`config.mk`:
```
export PLATFORM = sky130hd
export DESIGN_NAME = atomic_unit
export DESIGN_NICKNAME = d
export VERILOG_FILES = /design/src/rtl/atomic_unit.sv
export SDC_FILE = /design/constraint.sdc
export NUM_CORES = 1
export LEC_CHECK = 0
export ABC_CLOCK_PERIOD_IN_PS = 9600
export BUFFER_PORTS_ARGS = -buffer_cell sky130_fd_sc_hd__buf_4
export CAP_MARGIN = 20
export CORE_AREA = 4 4 139 141
export CTS_CLUSTER_DIAMETER = 120
export CTS_CLUSTER_SIZE = 25
export DETAILED_ROUTE_END_ITERATION = 10
export DIE_AREA = 0 0 143 145
export PLACE_DENSITY = 0.88
export SLEW_MARGIN = 20
export SYNTH_ARGS = -nofsm -noshare
export SYNTH_HDL_FRONTEND = slang
export SYNTH_SLANG_ARGS = --single-unit
export TNS_END_PERCENT = 5
```
`constraint.sdc`:
```
create_clock -name clk -period 9.6 [get_ports clk]
set_clock_uncertainty 0.15 [all_clocks]
set_input_delay 0.96 -clock clk [delete_from_list [all_inputs] [get_ports clk]]
set_output_delay 0.96 -clock clk [all_outputs]
set_load 0.02 [all_outputs]
```
`src/rtl/atomic_unit.sv`:
```
// RV32A sequencer for the MEM stage: owns the data-memory port for the
// LR/SC/AMO read-compute-write sequence and tracks the single LR reservation.
module atomic_unit #(
    parameter int ADDR_W = 32,
    parameter int DATA_W = 32
) (
    input  logic              clk,
    input  logic              reset_n,
    input  logic              is_atomic_mem,
    input  logic [4:0]        funct5_mem,
    input  logic [ADDR_W-1:0] addr_mem,
    input  logic [DATA_W-1:0] rs2_mem_data,
    input  logic              store_mem,
    input  logic              trap,
    output logic              dmem_req,
    output logic              dmem_we,
    output logic [ADDR_W-1:0] dmem_addr,
    output logic [DATA_W-1:0] dmem_wdata,
    input  logic [DATA_W-1:0] dmem_rdata,
    input  logic              dmem_ack,
    output logic              atomic_unit_stall,
    output logic [DATA_W-1:0] atomic_result,
    output logic              done,
    output logic              misaligned,
    output logic              illegal
);
    localparam logic [4:0] F_ADD  = 5'b00000;
    localparam logic [4:0] F_SWAP = 5'b00001;
    localparam logic [4:0] F_LR   = 5'b00010;
    localparam logic [4:0] F_SC   = 5'b00011;
    localparam logic [4:0] F_XOR  = 5'b00100;
    localparam logic [4:0] F_OR   = 5'b01000;
    localparam logic [4:0] F_AND  = 5'b01100;
    localparam logic [4:0] F_MIN  = 5'b10000;
    localparam logic [4:0] F_MAX  = 5'b10100;
    localparam logic [4:0] F_MINU = 5'b11000;
    localparam logic [4:0] F_MAXU = 5'b11100;

    typedef enum logic [1:0] {IDLE, READ, WRITE, DONE} state_t;

    state_t            state;
    logic [4:0]        funct5_q;
    logic [ADDR_W-3:0] word_q;
    logic [DATA_W-1:0] rs2_q;
    logic [DATA_W-1:0] old_q;
    logic              misaligned_q;
    logic              illegal_q;
    logic              resv_valid;
    logic [ADDR_W-3:0] resv_word;

    logic start_legal;
    logic start_misaligned;
    logic sc_hit;
    logic in_read;
    logic in_write;
    logic in_done;

    function automatic logic is_legal(input logic [4:0] f);
        case (f)
            F_ADD, F_SWAP, F_LR, F_SC, F_XOR, F_OR, F_AND,
            F_MIN, F_MAX, F_MINU, F_MAXU: return 1'b1;
            default:                      return 1'b0;
        endcase
    endfunction

    function automatic logic [DATA_W-1:0] amo_calc(input logic [4:0] f,
                                                   input logic [DATA_W-1:0] a,
                                                   input logic [DATA_W-1:0] b);
        case (f)
            F_ADD:   return a + b;
            F_XOR:   return a ^ b;
            F_AND:   return a & b;
            F_OR:    return a | b;
            F_MIN:   return ($signed(a) < $signed(b)) ? a : b;
            F_MAX:   return ($signed(a) > $signed(b)) ? a : b;
            F_MINU:  return (a < b) ? a : b;
            F_MAXU:  return (a > b) ? a : b;
            default: return b;
        endcase
    endfunction

    assign start_legal      = is_legal(funct5_mem);
    assign start_misaligned = (addr_mem[1:0] != 2'b00);
    assign sc_hit           = resv_valid && (resv_word == addr_mem[ADDR_W-1:2]);

    assign in_read  = (state == READ);
    assign in_write = (state == WRITE);
    assign in_done  = (state == DONE);

    // Bus fields are forced to zero whenever no request is outstanding.
    assign dmem_req   = in_read | in_write;
    assign dmem_we    = in_write;
    assign dmem_addr  = dmem_req ? {word_q, 2'b00} : '0;
    assign dmem_wdata = in_write ? ((funct5_q == F_SC) ? rs2_q : amo_calc(funct5_q, old_q, rs2_q))
                                 : '0;

    assign atomic_unit_stall = ((state == IDLE) && is_atomic_mem) | in_read | in_write;
    assign done              = in_done;
    assign atomic_result     = in_done ? old_q : '0;
    assign misaligned        = in_done & misaligned_q;
    assign illegal           = in_done & illegal_q;

    // old_q doubles as the rd value: read data for LR/AMO, 0/1 for SC, 0 for faults.
    always_ff @(posedge clk or negedge reset_n) begin
        if (!reset_n) begin
            state        <= IDLE;
            funct5_q     <= '0;
            word_q       <= '0;
            rs2_q        <= '0;
            old_q        <= '0;
            misaligned_q <= 1'b0;
            illegal_q    <= 1'b0;
            resv_valid   <= 1'b0;
            resv_word    <= '0;
        end else begin
            if (trap) begin
                resv_valid <= 1'b0;
            end
            case (state)
                IDLE: begin
                    if (store_mem && resv_valid && (addr_mem[ADDR_W-1:2] == resv_word)) begin
                        resv_valid <= 1'b0;
                    end
                    if (is_atomic_mem && !trap) begin
                        funct5_q     <= funct5_mem;
                        word_q       <= addr_mem[ADDR_W-1:2];
                        rs2_q        <= rs2_mem_data;
                        old_q        <= '0;
                        misaligned_q <= start_misaligned;
                        illegal_q    <= !start_legal;
                        if (funct5_mem == F_SC) begin
                            resv_valid <= 1'b0;
                        end
                        if (!start_legal || start_misaligned) begin
                            state <= DONE;
                        end else if (funct5_mem == F_SC) begin
                            if (sc_hit) begin
                                state <= WRITE;
                            end else begin
                                old_q <= {{(DATA_W-1){1'b0}}, 1'b1};
                                state <= DONE;
                            end
                        end else begin
                            state <= READ;
                        end
                    end
                end
                READ: begin
                    if (trap) begin
                        state <= IDLE;
                    end else if (dmem_ack) begin
                        old_q <= dmem_rdata;
                        if (funct5_q == F_LR) begin
                            resv_valid <= 1'b1;
                            resv_word  <= word_q;
                            state      <= DONE;
                        end else begin
                            state <= WRITE;
                        end
                    end
                end
                WRITE: begin
                    if (dmem_ack) begin
                        state <= DONE;
                    end
                end
                default: begin
                    state <= IDLE;
                end
            endcase
        end
    end
endmodule
```
==> flow_summary.toml <==
[run_status]
outcome = "completed"

[worst_setup_path]
required_ns = 8.49
path_cells = "inv_1 -> ha_1 -> nor4_2 -> nand3_1 -> nor2_1 -> o41ai_2 -> nand2_4 -> mux2i_4 -> or2_1 -> buf_4 -> a221oi_1 -> a211oi_1 -> buf_4"
cp_top_family = "simple AND/OR/NAND/NOR gates"
slowest_stage = "or2_1"
critical_path.max_fanout = 17
cp_num_buf_inv = 3
cp_common_cell = "buf_4"
start_kind = "flop"
crit_type = "flop to output pin"
arrival_ns = 4.78
cpPeakStageDelay_ns = 0.52
cp-end-kind = "output pin"

[route]
first_pass_iters = 8
wire_per_inst_um = 23.1
via_count = 10651
drt-total-wl_um = 37900
ant_nets = 0
drt_iter0_markers = 1110
viasPerCell = 6.49
drc_errors = 0

[timing]
tns_ns = 0
fin_crit_ns = 5.89
hold_viol = 0
finalSetupViolations = 0
whs_ns = 0.334
slew_headroom_pct = 31.3
drv_slew = 0
max_freq_mhz = 170
finalCritPeriodShare_pct = 61.3
rsz0062_at_grt = "false"
tightest_slew_ns = 1.03
layout_setup_ws_ns = 3.71

[global_routing]
grt_usage_pct = 36.1
grt_pass1_vias = 10989
grt_pass1_wl_um = 59600
antenna_found_initial = 0
grt_max_degree = 72
overflow = 0

[clock_tree]
numCtsBuffers = 17
clk_pin_slew_worst_paths_ns = 0.07
htreeDepth = 4
cts_setup_buffers = 0
clkLatencyLatePin_ns = 0.44
cts_root_buf = "clkbuf_16"
ctsResizeCount = 0
tritoncts = "done"
cts_sinks = 134
cts_buffer_depth = 2
cts_hold_buf = 0

[finish]
instances_no_fill = 1640
areaGrowthSynthToFinish_pct = 21.0
nNetsFinal = 1606
stdcell_area_um2 = 13300
drive_gt1_share_pct = 27.2
post-route-util_pct = 74.0
diodes = 0

[pwr]
power.static_leakage_nw = 6.11
fin_total_pwr_mw = 4.90
max-vdd-ir-drop_mv = 0.306
pwr_density_cell_nw_per_um2 = 369

[synth]
yosys_warnings = 0
synthCells = 1231
yosys.cell_count.top_type = "dfrtp_1"
synth_area_leaders = "dfrtp_1, ha_1, mux2_2"
ys_seq_area_share_pct = 30.5
postSynthAreaPerCell_um2 = 8.92
async_flop_share_pct = 100
synth_ff_type = "dfrtp_1"
synth_top_area_cell = "dfrtp_1"
synth_edf_count = 0
ys_top_cells_by_count = "dfrtp_1, o21ai_0, ha_1, mux2_2, inv_1"
ys_seq_elements = 134
synth.top_cell.area_share_pct = 30.5
syn_area_um2 = 11000
synth_cell_types = 80

[placement]
place_ws_ns = 4.38
hpwl_um = 26400
dp_cells = 1608
gp_congestion = 1.09
dpl-instance-area_um2 = 12600
portBuffers = 206

[floorplanning]
die_w_um = 143
num_rows = 49
start_util_pct = 61.1
dieArea_um2 = 20700
die_y_um = 145
pin_count = 209
coreArea_um2 = 18000

[job]
cap_violations = 0

[min_path]
min_path_type = "flop to flop"
## final cells by class
cell class / count / area, µm²
clock inverter: 15 / 228
inverter: 87 / 327
multi-input combinational: 936 / 7000
fill: 1311 / 4670
tap: 229 / 287
timing repair buffer: 222 / 1670
clock buffer: 17 / 425
sequential: 134 / 3350
## worst register-to-register path: stages (launching register included)
cell and delay [ns]:
dfrtp_1 0.41, inv_1 0.09, ha_1 0.64, buf_4 0.42, nor4b_1 0.27, and3_1 0.23
nand2_1 0.06, buf_4 0.26, mux2_2 0.35
## per-layer routing
metal | GRT usage (%) | vias up | share of wire [%]
met5 | 0 | - | 0
met4 | 17.9 | 0 | 4.9
met3 | 9.64 | 149 | 10
met2 | 57.8 | 651 | 47
met1 | 44.9 | 5113 | 38
li1 | - | 4738 | -
## sequential cells by signal (all words and copies together) (netlist names)
| register | cells |
|---|---|
| funct5_q | 5 |
| illegal_q | 1 |
| misaligned_q | 1 |
| old_q | 32 |
| resv_valid | 1 |
| resv_word | 30 |
| rs2_q | 32 |
| state | 2 |
| word_q | 30 |
## path summary, 6_finish.rpt
kind,start,endpoint,slack (ns),depth (start not counted)
setup / recovery,old_q[31],dmem_wdata[13],3.71,13
setup reg to reg,state[1],resv_word[12],6.59,8
max in group asynchronous,reset_n,old_q[28],7.53,2
min in group asynchronous,reset_n,funct5_q[4],0.39,1
hold / removal,illegal_q,illegal_q,0.33,2
hold reg to reg,illegal_q,illegal_q,0.33,2
## report_power, final
part	switching (mW)	total [mW]	internal, mW
clock	0.318	0.746	0.428
combinational	1.87	3.05	1.18
sequential	0.294	1.11	0.817
## placed cells by master (no fill, tap or decap), types with 49 or more instances in the layout
cell and count:
buf_4 221, dfrtp_1 134, o21ai_0 111, ha_1 100, mux2_2 99, inv_1 84, a21oi_1 77, and2_1 71
nand2_1 62, nand3_1 52, nor2_1 49
## kinds of logic (layout without fill, tap and decap cells)
kind of cell,Yosys count,after routing,share of synthesized area [%]
mux,111,111,11.5
other cells,1,2,0.0341
buf+inv,162,341,5.96
xor+xnor,48,48,3.83
fa+ha+maj,101,101,11.6
simple gates,327,327,15.9
flops,134,134,30.5
compound gates,347,347,20.6
Note: power is estimated with default switching activity, not from simulation.
